--- config.mk ---
export PLATFORM = sky130hd
export DESIGN_NAME = alu_shift_seq
export DESIGN_NICKNAME = d
export VERILOG_FILES = /design/src/rtl/alu_shift_seq.sv
export SDC_FILE = /design/constraint.sdc
export NUM_CORES = 1
export LEC_CHECK = 0
export CORE_ASPECT_RATIO = 1.4
export CORE_MARGIN = 2
export CORE_UTILIZATION = 41
export CTS_BUF_LIST = sky130_fd_sc_hd__clkbuf_4 sky130_fd_sc_hd__clkbuf_8
export DETAILED_ROUTE_END_ITERATION = 8
export PLACE_DENSITY = 0.9
export SLEW_MARGIN = 20
export SYNTH_ARGS = -nofsm -noshare
export SYNTH_HDL_FRONTEND = slang
export SYNTH_SLANG_ARGS = --single-unit
--- constraint.sdc ---
create_clock -name clk -period 1.5 [get_ports clk]
set_input_delay 0.3 -clock clk [delete_from_list [all_inputs] [get_ports clk]]
set_output_delay 0.3 -clock clk [all_outputs]
set_load 0.05 [all_outputs]
--- src/rtl/alu_shift_seq.sv ---
// CB-prefix shift/rotate micro-sequencer: drives the ALU control lines through a
// load/shift cycle and a result cycle, then reports the new C/Z flags with a done pulse.
module alu_shift_seq (
  input  logic       clk,
  input  logic       reset_n,
  input  logic       start,
  input  logic [2:0] cb_op,
  input  logic [7:0] operand,
  input  logic       carry_in,
  input  logic       shift_dbh,
  input  logic       zero,
  output logic [7:0] alu_op,
  output logic       alu_si,
  output logic [1:0] alu_sh,
  output logic [1:0] alu_oe,
  output logic       alu_la,
  output logic       alu_lb,
  output logic       alu_r,
  output logic       alu_s,
  output logic       alu_v,
  output logic       alu_ne,
  output logic       alu_ci,
  output logic       alu_l,
  output logic       alu_h,
  output logic       busy,
  output logic       done,
  output logic       flag_c,
  output logic       flag_z,
  output logic       illegal
);

  typedef enum logic [1:0] {
    IDLE   = 2'd0,
    SHIFT  = 2'd1,
    RESULT = 2'd2,
    FINISH = 2'd3
  } state_t;

  localparam logic [1:0] NO_SH  = 2'b00;
  localparam logic [1:0] L_SH   = 2'b01;
  localparam logic [1:0] R_SH   = 2'b10;
  localparam logic [1:0] SH_OE  = 2'b01;
  localparam logic [1:0] RES_OE = 2'b10;

  localparam logic [2:0] OP_RLC  = 3'd0;
  localparam logic [2:0] OP_RRC  = 3'd1;
  localparam logic [2:0] OP_RL   = 3'd2;
  localparam logic [2:0] OP_RR   = 3'd3;
  localparam logic [2:0] OP_SLA  = 3'd4;
  localparam logic [2:0] OP_SRA  = 3'd5;
  localparam logic [2:0] OP_SWAP = 3'd6;

  // One complete ALU control word; the register holding it is the latched request.
  typedef struct packed {
    logic [7:0] op;
    logic       si;
    logic [1:0] sh;
    logic [1:0] oe;
    logic       la;
    logic       lb;
    logic       r;
    logic       s;
    logic       v;
    logic       ne;
    logic       ci;
    logic       l;
    logic       h;
  } ctrl_t;

  state_t state, state_next;
  ctrl_t  ctrl, ctrl_next;
  logic   pend_c, pend_c_next;
  logic   pend_z, pend_z_next;
  logic   done_next, illegal_next;
  logic   flag_c_next, flag_z_next;

  // Load/shift word: operand is loaded onto both ALU buses and shifted in the low phase.
  function automatic ctrl_t shift_word(input logic [2:0] op,
                                       input logic [7:0] b,
                                       input logic       cin);
    ctrl_t w;
    w    = '0;
    w.op = b;
    w.oe = SH_OE;
    w.la = 1'b1;
    w.lb = 1'b1;
    w.r  = 1'b1;
    w.s  = 1'b1;
    w.v  = 1'b1;
    w.l  = 1'b1;
    case (op)
      OP_RLC:  begin w.sh = L_SH; w.si = b[7]; end
      OP_RRC:  begin w.sh = R_SH; w.si = b[0]; end
      OP_RL:   begin w.sh = L_SH; w.si = cin;  end
      OP_RR:   begin w.sh = R_SH; w.si = cin;  end
      OP_SLA:  begin w.sh = L_SH; w.si = 1'b0; end
      OP_SRA:  begin w.sh = R_SH; w.si = b[7]; end
      default: begin w.sh = R_SH; w.si = 1'b0; end  // SRL; SWAP never gets here
    endcase
    return w;
  endfunction

  // Result word: operand and shift-in stay on the lines, result driven in the high phase.
  function automatic ctrl_t result_word(input ctrl_t prev);
    ctrl_t w;
    w    = '0;
    w.op = prev.op;
    w.si = prev.si;
    w.sh = NO_SH;
    w.oe = RES_OE;
    w.r  = 1'b1;
    w.s  = 1'b1;
    w.v  = 1'b1;
    w.h  = 1'b1;
    return w;
  endfunction

  // NOTE: every always_comb output gets a default before the case, so no path can infer a latch.
  always_comb begin
    state_next   = state;
    ctrl_next    = '0;
    pend_c_next  = pend_c;
    pend_z_next  = pend_z;
    done_next    = 1'b0;
    illegal_next = 1'b0;
    flag_c_next  = flag_c;
    flag_z_next  = flag_z;
    case (state)
      IDLE: begin
        if (start) begin
          if (cb_op == OP_SWAP) begin
            illegal_next = 1'b1;
          end else begin
            ctrl_next  = shift_word(cb_op, operand, carry_in);
            state_next = SHIFT;
          end
        end
      end
      SHIFT: begin
        pend_c_next = shift_dbh;
        ctrl_next   = result_word(ctrl);
        state_next  = RESULT;
      end
      RESULT: begin
        pend_z_next = zero;
        state_next  = FINISH;
      end
      FINISH: begin
        done_next   = 1'b1;
        flag_c_next = pend_c;
        flag_z_next = pend_z;
        state_next  = IDLE;
      end
      default: state_next = IDLE;
    endcase
  end

  // NOTE: sequential state uses non-blocking assignments so every register samples pre-edge values.
  always_ff @(posedge clk) begin
    if (!reset_n) state <= IDLE;
    else          state <= state_next;
  end

  always_ff @(posedge clk) begin
    if (!reset_n) begin
      ctrl    <= '0;
      pend_c  <= 1'b0;
      pend_z  <= 1'b0;
      done    <= 1'b0;
      illegal <= 1'b0;
      flag_c  <= 1'b0;
      flag_z  <= 1'b0;
    end else begin
      ctrl    <= ctrl_next;
      pend_c  <= pend_c_next;
      pend_z  <= pend_z_next;
      done    <= done_next;
      illegal <= illegal_next;
      flag_c  <= flag_c_next;
      flag_z  <= flag_z_next;
    end
  end

  assign alu_op = ctrl.op;
  assign alu_si = ctrl.si;
  assign alu_sh = ctrl.sh;
  assign alu_oe = ctrl.oe;
  assign alu_la = ctrl.la;
  assign alu_lb = ctrl.lb;
  assign alu_r  = ctrl.r;
  assign alu_s  = ctrl.s;
  assign alu_v  = ctrl.v;
  assign alu_ne = ctrl.ne;
  assign alu_ci = ctrl.ci;
  assign alu_l  = ctrl.l;
  assign alu_h  = ctrl.h;
  assign busy   = (state != IDLE);

endmodule

==> impl_metrics.py, run 1 <==
metrics = {
    "run_status": {
        "status": "finished, final reports clean",
    },
    "drt": {
        "ant_nets": 0,
        "vias_per_cell": 5.20,
        "wl_per_cell_um": 15.0,
        "num_vias": 873,
        "drt-pass1-iter-count": 4,
        "drt-initial-drc-count": 28,
        "wl_mm": 2.52,
        "drcViolationCount": 0,
    },
    "clocking": {
        "ctsHoldBuffers": 0,
        "clk-insertion-delay-late_ns": 0.30,
        "htree_levels": 1,
        "cts_tree": "done",
        "clock-sinks": 22,
        "clockBufferDepth": 2,
        "clockRootBuffer": "clkbuf_4",
        "clk_pin_slew_ns": 0.12,
        "cts_buffers": 3,
    },
    "min_path": {
        "holdCritPathClass": "reg2reg",
    },
    "logic_synthesis": {
        "yosysSeqAreaShare": 0.482,
        "ys_types": 24,
        "synthesis.area_um2": 913,
        "yosys_warnings": 0,
        "syn_inst": 99,
        "synth-seq-cells": 22,
        "postSynthAreaPerCell_um2": 9.23,
    },
    "global_routing": {
        "met2_usage": 0.370,
        "grt_pass1_wl_mm": 3.93,
        "grt_pass1_vias": 883,
        "track_usage": 0.208,
        "busiest_layer": "met2",
        "antenna_found_initial": 0,
        "overflow": 0,
        "grtUsageMet1": 0.207,
        "grt_max_degree": 19,
        "use_met3": 0.0634,
    },
    "floorplan": {
        "ioPinCount": 44,
        "core_um2": 2150,
        "dieHeight_um": 59.8,
        "die-area_um2": 2630,
        "die_x_um": 43.9,
        "rows": 20,
        "start_util": 0.424,
    },
    "setup_path": {
        "crit_chain": "inv_2 -> ha_4 -> inv_2 -> buf_12",
        "arrival_ns": 1.13,
        "critPathSlowestCell": "dfxtp_4",
        "critPathMostFrequentCell": "inv_2",
        "startpoint_type": "register",
        "crit_family": "flip-flops",
        "cp_max_fo": 5,
        "worstPathRequired_ns": 1.20,
        "cp-end-kind": "output pin",
        "max_stage_delay_ns": 0.39,
        "critPathKind": "reg2out",
        "path_buf_inv": 3,
    },
    "final_layout": {
        "area_delta_synth_final_pct": 84.5,
        "final-seq-area_um2": 448,
        "n_fill_cell": 119,
        "final_cells": 168,
        "drive_above_1_share": 0.356,
        "fin_nets": 168,
        "multi_input_comb_area_um2": 389,
        "post-route-util": 0.783,
        "insertedDiodeCount": 0,
    },
    "timing": {
        "setup_viol": 0,
        "rsz0062_at_grt": "false",
        "fin_skew_ns": 0.00590,
        "fmax_ghz": 0.698,
        "setup-tns-final_ns": 0,
        "min_period_ns": 1.43,
        "slew_viol_final": 0,
        "whs_ns": 0.524,
        "period_share": 0.955,
        "finalHoldViolCount": 0,
    },
    "placed_design": {
        "hpwl_mm": 2.01,
        "dpl.cell_count": 163,
        "port-buffer-count": 41,
        "gp_congestion": 0.826,
    },
    "power_and_ir_drop": {
        "vdd_ir_drop_max_v": 0.00110,
        "p_leak_uw": 0.000691,
        "pwr_density_cell_nw_per_um2": 1770,
    },
    "job": {
        "maxCapViolCount": 0,
    },
}
==> cells in the final DEF, fill, tap and decap left out, types with 4 or more instances in the layout <==
| master | n |
|---|---|
| buf_12 | 24 |
| a21oi_1 | 4 |
| clkdlybuf4s50_1 | 16 |
| nand2_1 | 10 |
| buf_4 | 15 |
| dfxtp_1 | 20 |
| mux2i_1 | 4 |
| nand3_1 | 9 |
| nor2b_1 | 4 |
| o21ai_0 | 6 |
==> worst paths after layout <==
path                                  end  startpoint  slack [ns]  depth (start not counted)
worst max-delay path                 busy    state[0]        0.07                          4
worst min-delay path             state[1]    state[1]        0.52                          1
worst max register to register  alu_op[3]    state[0]        0.14                          7
worst min register to register   state[1]    state[1]        0.52                          1
==> registers in the layout, indices dropped and copies added (netlist names) <==
signal	count
alu_oe	2
alu_op	8
alu_r	1
alu_sh	2
alu_si	1
done	1
flag_c	1
flag_z	1
illegal	1
pend_c	1
pend_z	1
state	2
==> cells by family (layout without fill, tap and decap cells) <==
family / Yosys count / count (layout) / share of synthesized area
adders and majority gates: 4 / 4 / 0.0548
muxes: 5 / 5 / 0.0562
DFF: 22 / 22 / 0.482
AOI/OAI and AO/OA: 16 / 16 / 0.0986
buffers and inverters: 17 / 63 / 0.110
other: 1 / 2 / 0.00411
and+or+nand+nor: 34 / 34 / 0.195
==> per-stage QoR <==
| step | setup WS [ns] | power [uW] | instance area (um^2) |
|---|---|---|---|
| floorplan | 0.0577 | 1690 | 917 |
| global placement | -0.134 | 2400 | 1610 |
| detailed placement | -0.272 | 2460 | 1610 |
| CTS | 0.00728 | 2930 | 1660 |
| global route | 0.00641 | 3120 | 1690 |
| finish | 0.0671 | 2990 | 1690 |
==> routing by layer <==
layer,wire (um),up-vias
li1,-,412
met1,904,402
met2,1320,49
met3,203,10
met4,87,0
met5,0,-
==> layout make-up <==
type	instances	area share
timing repair buffer	55	0.447
sequential	22	0.266
multi-input combinational	61	0.231
clock inverter	1	0.0178
tap	22	0.0163
clock buffer	3	0.0134
inverter	4	0.00891
==> report_power, final <==
| group | total [uW] | leakage (uW) | internal, uW | switching [uW] |
|---|---|---|---|---|
| Clock | 441 | 0.0000279 | 270 | 171 |
| Sequential | 863 | 0.000181 | 714 | 149 |
| Combinational | 1680 | 0.000483 | 807 | 878 |
==> Yosys cell counts <==
master | count | share of area
mux2_1 | 1 | 0.012
conb_1 | 1 | 0.0041
nand2_1 | 10 | 0.041
buf_2 | 2 | 0.011
and4b_1 | 1 | 0.011
buf_4 | 9 | 0.074
nand3_1 | 9 | 0.049
ha_1 | 4 | 0.055
mux2i_1 | 4 | 0.044
nand3b_1 | 1 | 0.0082
a32o_1 | 1 | 0.011
o21ai_0 | 9 | 0.049
or2_2 | 1 | 0.0069
nor2b_2 | 1 | 0.0096
inv_1 | 4 | 0.016
a21oi_1 | 4 | 0.022
a31o_2 | 1 | 0.0096
nor2_1 | 3 | 0.012
clkbuf_1 | 2 | 0.0082
o22ai_1 | 1 | 0.0069
nor3b_1 | 1 | 0.0082
dfxtp_1 | 22 | 0.48
and2_1 | 3 | 0.021
nor2b_1 | 4 | 0.027
==> what timing repair did <==
item | CTS | global route
setup endpoints to repair | 2 | 8
resized for setup | 4 | 8
buffers inserted | 0 | 1
pin swaps | 0 | 1
(Power assumes the default switching activity.)
==> run 2, diff against run 1 <==
SKIP_CTS_REPAIR_TIMING = 1   (was default)
==> impl_metrics.py, run 2 (synthesis results as in run 1) <==
metrics = {
    "setup_path": {
        "arrival_ns": 1.15,
        "worstPathRequired_ns": 1.20,
        "critPathKind": "reg2out",
        "cp_max_fo": 5,
        "cp-end-kind": "output pin",
        "startpoint_type": "register",
    },
    "timing": {
        "rsz0062_at_grt": "true",
        "period_share": 0.968,
        "setup_viol": 0,
        "min_period_ns": 1.45,
        "fin_skew_ns": 0.00655,
        "finalHoldViolCount": 0,
        "slew_viol_final": 0,
        "fmax_ghz": 0.689,
    },
    "final_layout": {
        "fin_nets": 167,
        "area_delta_synth_final_pct": 83.4,
        "post-route-util": 0.778,
        "largest_reg_flops": 8,
        "mostFrequentLayoutCells": "buf_12, dfxtp_1, clkdlybuf4s50_1, buf_4, nand2_1",
        "drive_above_1_share": 0.345,
        "final_common_cell": "buf_12",
        "insertedDiodeCount": 0,
    },
    "drt": {
        "wl_per_cell_um": 15.0,
        "drt-pass1-iter-count": 4,
        "vias_per_cell": 5.18,
        "ant_nets": 0,
        "drcViolationCount": 0,
        "wl_mm": 2.50,
        "num_vias": 865,
        "drt-initial-drc-count": 22,
    },
    "job": {
        "maxCapViolCount": 0,
    },
    "placed_design": {
        "hpwl_mm": 2.01,
        "gp_congestion": 0.826,
        "port-buffer-count": 41,
    },
    "power_and_ir_drop": {
        "pwr_density_cell_nw_per_um2": 1770,
        "p_total_uw": 2960,
        "vdd_ir_drop_max_v": 0.00100,
        "p_leak_uw": 0.000686,
    },
    "clocking": {
        "cts_buffers": 3,
        "clk_pin_slew_ns": 0.12,
        "clk-insertion-delay-late_ns": 0.30,
        "clock-sinks": 22,
        "cts_tree": "done",
        "clockRootBuffer": "clkbuf_4",
        "clockBufferDepth": 2,
        "htree_levels": 1,
    },
    "floorplan": {
        "core_um2": 2150,
        "rows": 20,
        "start_util": 0.424,
        "ioPinCount": 44,
        "die-area_um2": 2630,
        "die_x_um": 43.9,
        "dieHeight_um": 59.8,
    },
    "global_routing": {
        "grt_pass1_vias": 883,
        "track_usage": 0.208,
        "overflow": 0,
        "grt_pass1_wl_mm": 3.93,
        "grt_max_degree": 19,
        "antenna_found_initial": 0,
    },
    "run_status": {
        "status": "finished, final reports clean",
    },
    "min_path": {
        "holdCritPathClass": "reg2reg",
    },
}
run 2: cell count changes in the layout (fill, tap and decap cells not counted):
cell / delta
inv_2: -1
dfxtp_4: -1
inv_1: +1
dfxtp_2: +1
buf_4: -1
run 2: critical path, cell delays in order, from the launching register on:
cell     delay (ns)
dfxtp_4        0.38
inv_1          0.07
ha_4           0.18
inv_2          0.08
buf_12         0.13
run 2: worst paths after layout:
kind / slack [ns] / cells after the start / end / start
worst max-delay path: 0.05 / 4 / busy / state[1]
worst min register to register: 0.53 / 1 / state[1] / state[1]
worst min-delay path: 0.53 / 1 / state[1] / state[1]
worst max register to register: 0.11 / 7 / alu_op[3] / state[1]
run 2: metrics by stage:
step	cell area [um^2]	hold WS, ns	cells	setup slack (ns)	setup TNS (ns)
6_report	1680	0.532	167	0.0486	0
5_1_grt	1680	0.544	167	-0.0377	-0.0526
4_1_cts	1660	0.542	167	-0.148	-0.178
3_5_place_dp	1610	0.511	163	-0.272	-2.23
3_3_place_gp	1610	0.500	163	-0.134	-1.20
2_1_floorplan	917	0.426	100	0.0577	0
run 2: final cells by class:
type | instances | area (um^2)
Timing Repair Buffer | 54 | 746
Sequential cell | 22 | 445
Clock buffer | 3 | 22.5
Inverter | 4 | 15.0
Fill cell | 121 | 477
Multi-Input combinational cell | 61 | 389
Clock inverter | 1 | 30.0
Tap cell | 22 | 27.5
run 2: where the power goes:
group	internal (uW)	switching, uW	total, uW
clock network	270	171	441
logic	791	868	1660
registers	709	150	859
run 2: routing by layer:
layer,global-route usage,routed length (um),share of wire,up-vias
met5,0,0,0,-
met4,0.126,87,0.035,0
met3,0.0634,198,0.079,10
met2,0.370,1320,0.53,47
met1,0.207,895,0.36,398
li1,-,-,-,410
==> run 3, diff against run 2 <==
CAP_MARGIN = 20   (was default)
CORE_UTILIZATION = 38   (was 41)
CTS_CLUSTER_SIZE = 28   (was default)
PLACE_DENSITY = 0.85   (was 0.9)
==> impl_metrics.py, run 3 (synthesis results as in run 1) <==
metrics = {
    "drt": {
        "drt-pass1-iter-count": 4,
        "drt-initial-drc-count": 21,
        "wl_per_cell_um": 16.2,
        "vias_per_cell": 5.42,
        "wl_mm": 2.74,
        "drcViolationCount": 0,
        "ant_nets": 0,
        "num_vias": 916,
    },
    "final_layout": {
        "fin_nets": 168,
        "final_cells": 169,
        "mostFrequentLayoutCells": "buf_12, dfxtp_1, clkdlybuf4s50_1, buf_4, nand2_1",
        "final-seq-area_um2": 448,
        "post-route-util": 0.721,
        "multi_input_comb_area_um2": 389,
        "final_common_cell": "buf_12",
        "largest_reg_flops": 8,
        "n_fill_cell": 149,
        "drive_above_1_share": 0.356,
        "area_delta_synth_final_pct": 84.7,
        "insertedDiodeCount": 0,
    },
    "global_routing": {
        "grt_max_degree": 19,
        "overflow": 0,
        "grt_pass1_vias": 902,
        "track_usage": 0.211,
        "antenna_found_initial": 0,
        "grt_pass1_wl_mm": 4.20,
    },
    "placed_design": {
        "gp_congestion": 0.799,
        "port-buffer-count": 41,
        "dpl.cell_count": 164,
        "hpwl_mm": 2.03,
    },
    "setup_path": {
        "arrival_ns": 1.69,
        "worstPathRequired_ns": 1.71,
        "cp-end-kind": "register",
        "cp_max_fo": 3,
        "critPathKind": "in2reg",
        "startpoint_type": "primary input",
    },
    "floorplan": {
        "start_util": 0.391,
        "dieHeight_um": 62.0,
        "rows": 21,
        "die_x_um": 45.4,
        "ioPinCount": 44,
        "die-area_um2": 2820,
        "core_um2": 2340,
    },
    "timing": {
        "slew_viol_final": 0,
        "fin_skew_ns": 0.00822,
        "period_share": 0.984,
        "min_period_ns": 1.48,
        "setup_viol": 0,
        "fmax_ghz": 0.678,
        "finalHoldViolCount": 0,
    },
    "power_and_ir_drop": {
        "p_comb_frac": 0.559,
        "clock_power_share": 0.153,
        "p_leak_uw": 0.000691,
        "vdd_ir_drop_max_v": 0.000879,
        "swShare": 0.406,
        "pwr_density_cell_nw_per_um2": 1780,
        "seq_power_share": 0.289,
        "power_switching_uw": 1220,
        "p_int_uw": 1780,
    },
    "clocking": {
        "htree_levels": 1,
        "clk_pin_slew_ns": 0.13,
        "clockBufferDepth": 2,
        "cts_tree": "done",
        "clock-sinks": 22,
        "clk-insertion-delay-late_ns": 0.32,
        "cts_buffers": 3,
        "clockRootBuffer": "clkbuf_4",
    },
    "job": {
        "maxCapViolCount": 0,
    },
    "run_status": {
        "status": "finished, final reports clean",
    },
    "min_path": {
        "holdCritPathClass": "in2reg",
    },
}
## run 3: changes by cell type in the layout (fill, tap and decap cells not counted)
cell,before,now
o21ai_1,3,2
dfxtp_2,1,0
dfxtp_4,1,2
inv_1,2,1
inv_2,2,3
o21ai_0,6,7
buf_4,14,15
## run 3: worst max-delay path: stages
cell             delay, ns
clkdlybuf4s50_1       0.51
buf_4                 0.14
nand3b_1              0.13
nor2b_2               0.20
buf_4                 0.13
or2_2                 0.28
## run 3: metal layers
layer	wire length, um	vias to the layer above	GRT usage
li1	-	414	-
met1	920	435	0.223
met2	1510	56	0.378
met3	205	11	0.0376
met4	103	0	0.126
met5	0	-	0
## run 3: area by class of cell
type / count / share of cell area
inverter: 4 / 0.00890
multi-input combinational: 61 / 0.231
timing repair buffer: 55 / 0.447
clock buffer: 3 / 0.0134
tap: 23 / 0.0171
clock inverter: 1 / 0.0178
sequential: 22 / 0.266
## run 3: metrics by stage
step                      hold slack, ns  setup slack (ns)  power, uW  setup TNS (ns)  instance area [um^2]
after floorplan                    0.426            0.0577       1690               0                   917
after global routing               0.531          -0.00202       3130        -0.00202                  1690
after detailed placement           0.519            -0.265       2450           -2.52                  1610
after CTS                          0.525            -0.166       2920          -0.166                  1660
after global placement             0.500            -0.132       2390           -1.21                  1610
final                              0.516            0.0246       3000               0                  1690
## run 3: final timing paths
path / start / to / slack (ns) / cells past startpoint
worst max-delay path: cb_op[2] / alu_r / 0.02 / 6
worst min-delay path: operand[1] / alu_op[1] / 0.52 / 3
worst max register to register: state[0] / alu_op[7] / 0.13 / 7
worst min register to register: state[1] / state[1] / 0.54 / 1
## run 3: power by group through the flow
stage / clock network, uW / registers, uW / logic [uW]
final: 458 / 866 / 1680
after global routing: 492 / 883 / 1750
after CTS: 463 / 845 / 1610
after detailed placement: 0 / 856 / 1590
after global placement: 0 / 841 / 1550
after floorplan: 0 / 1030 / 661
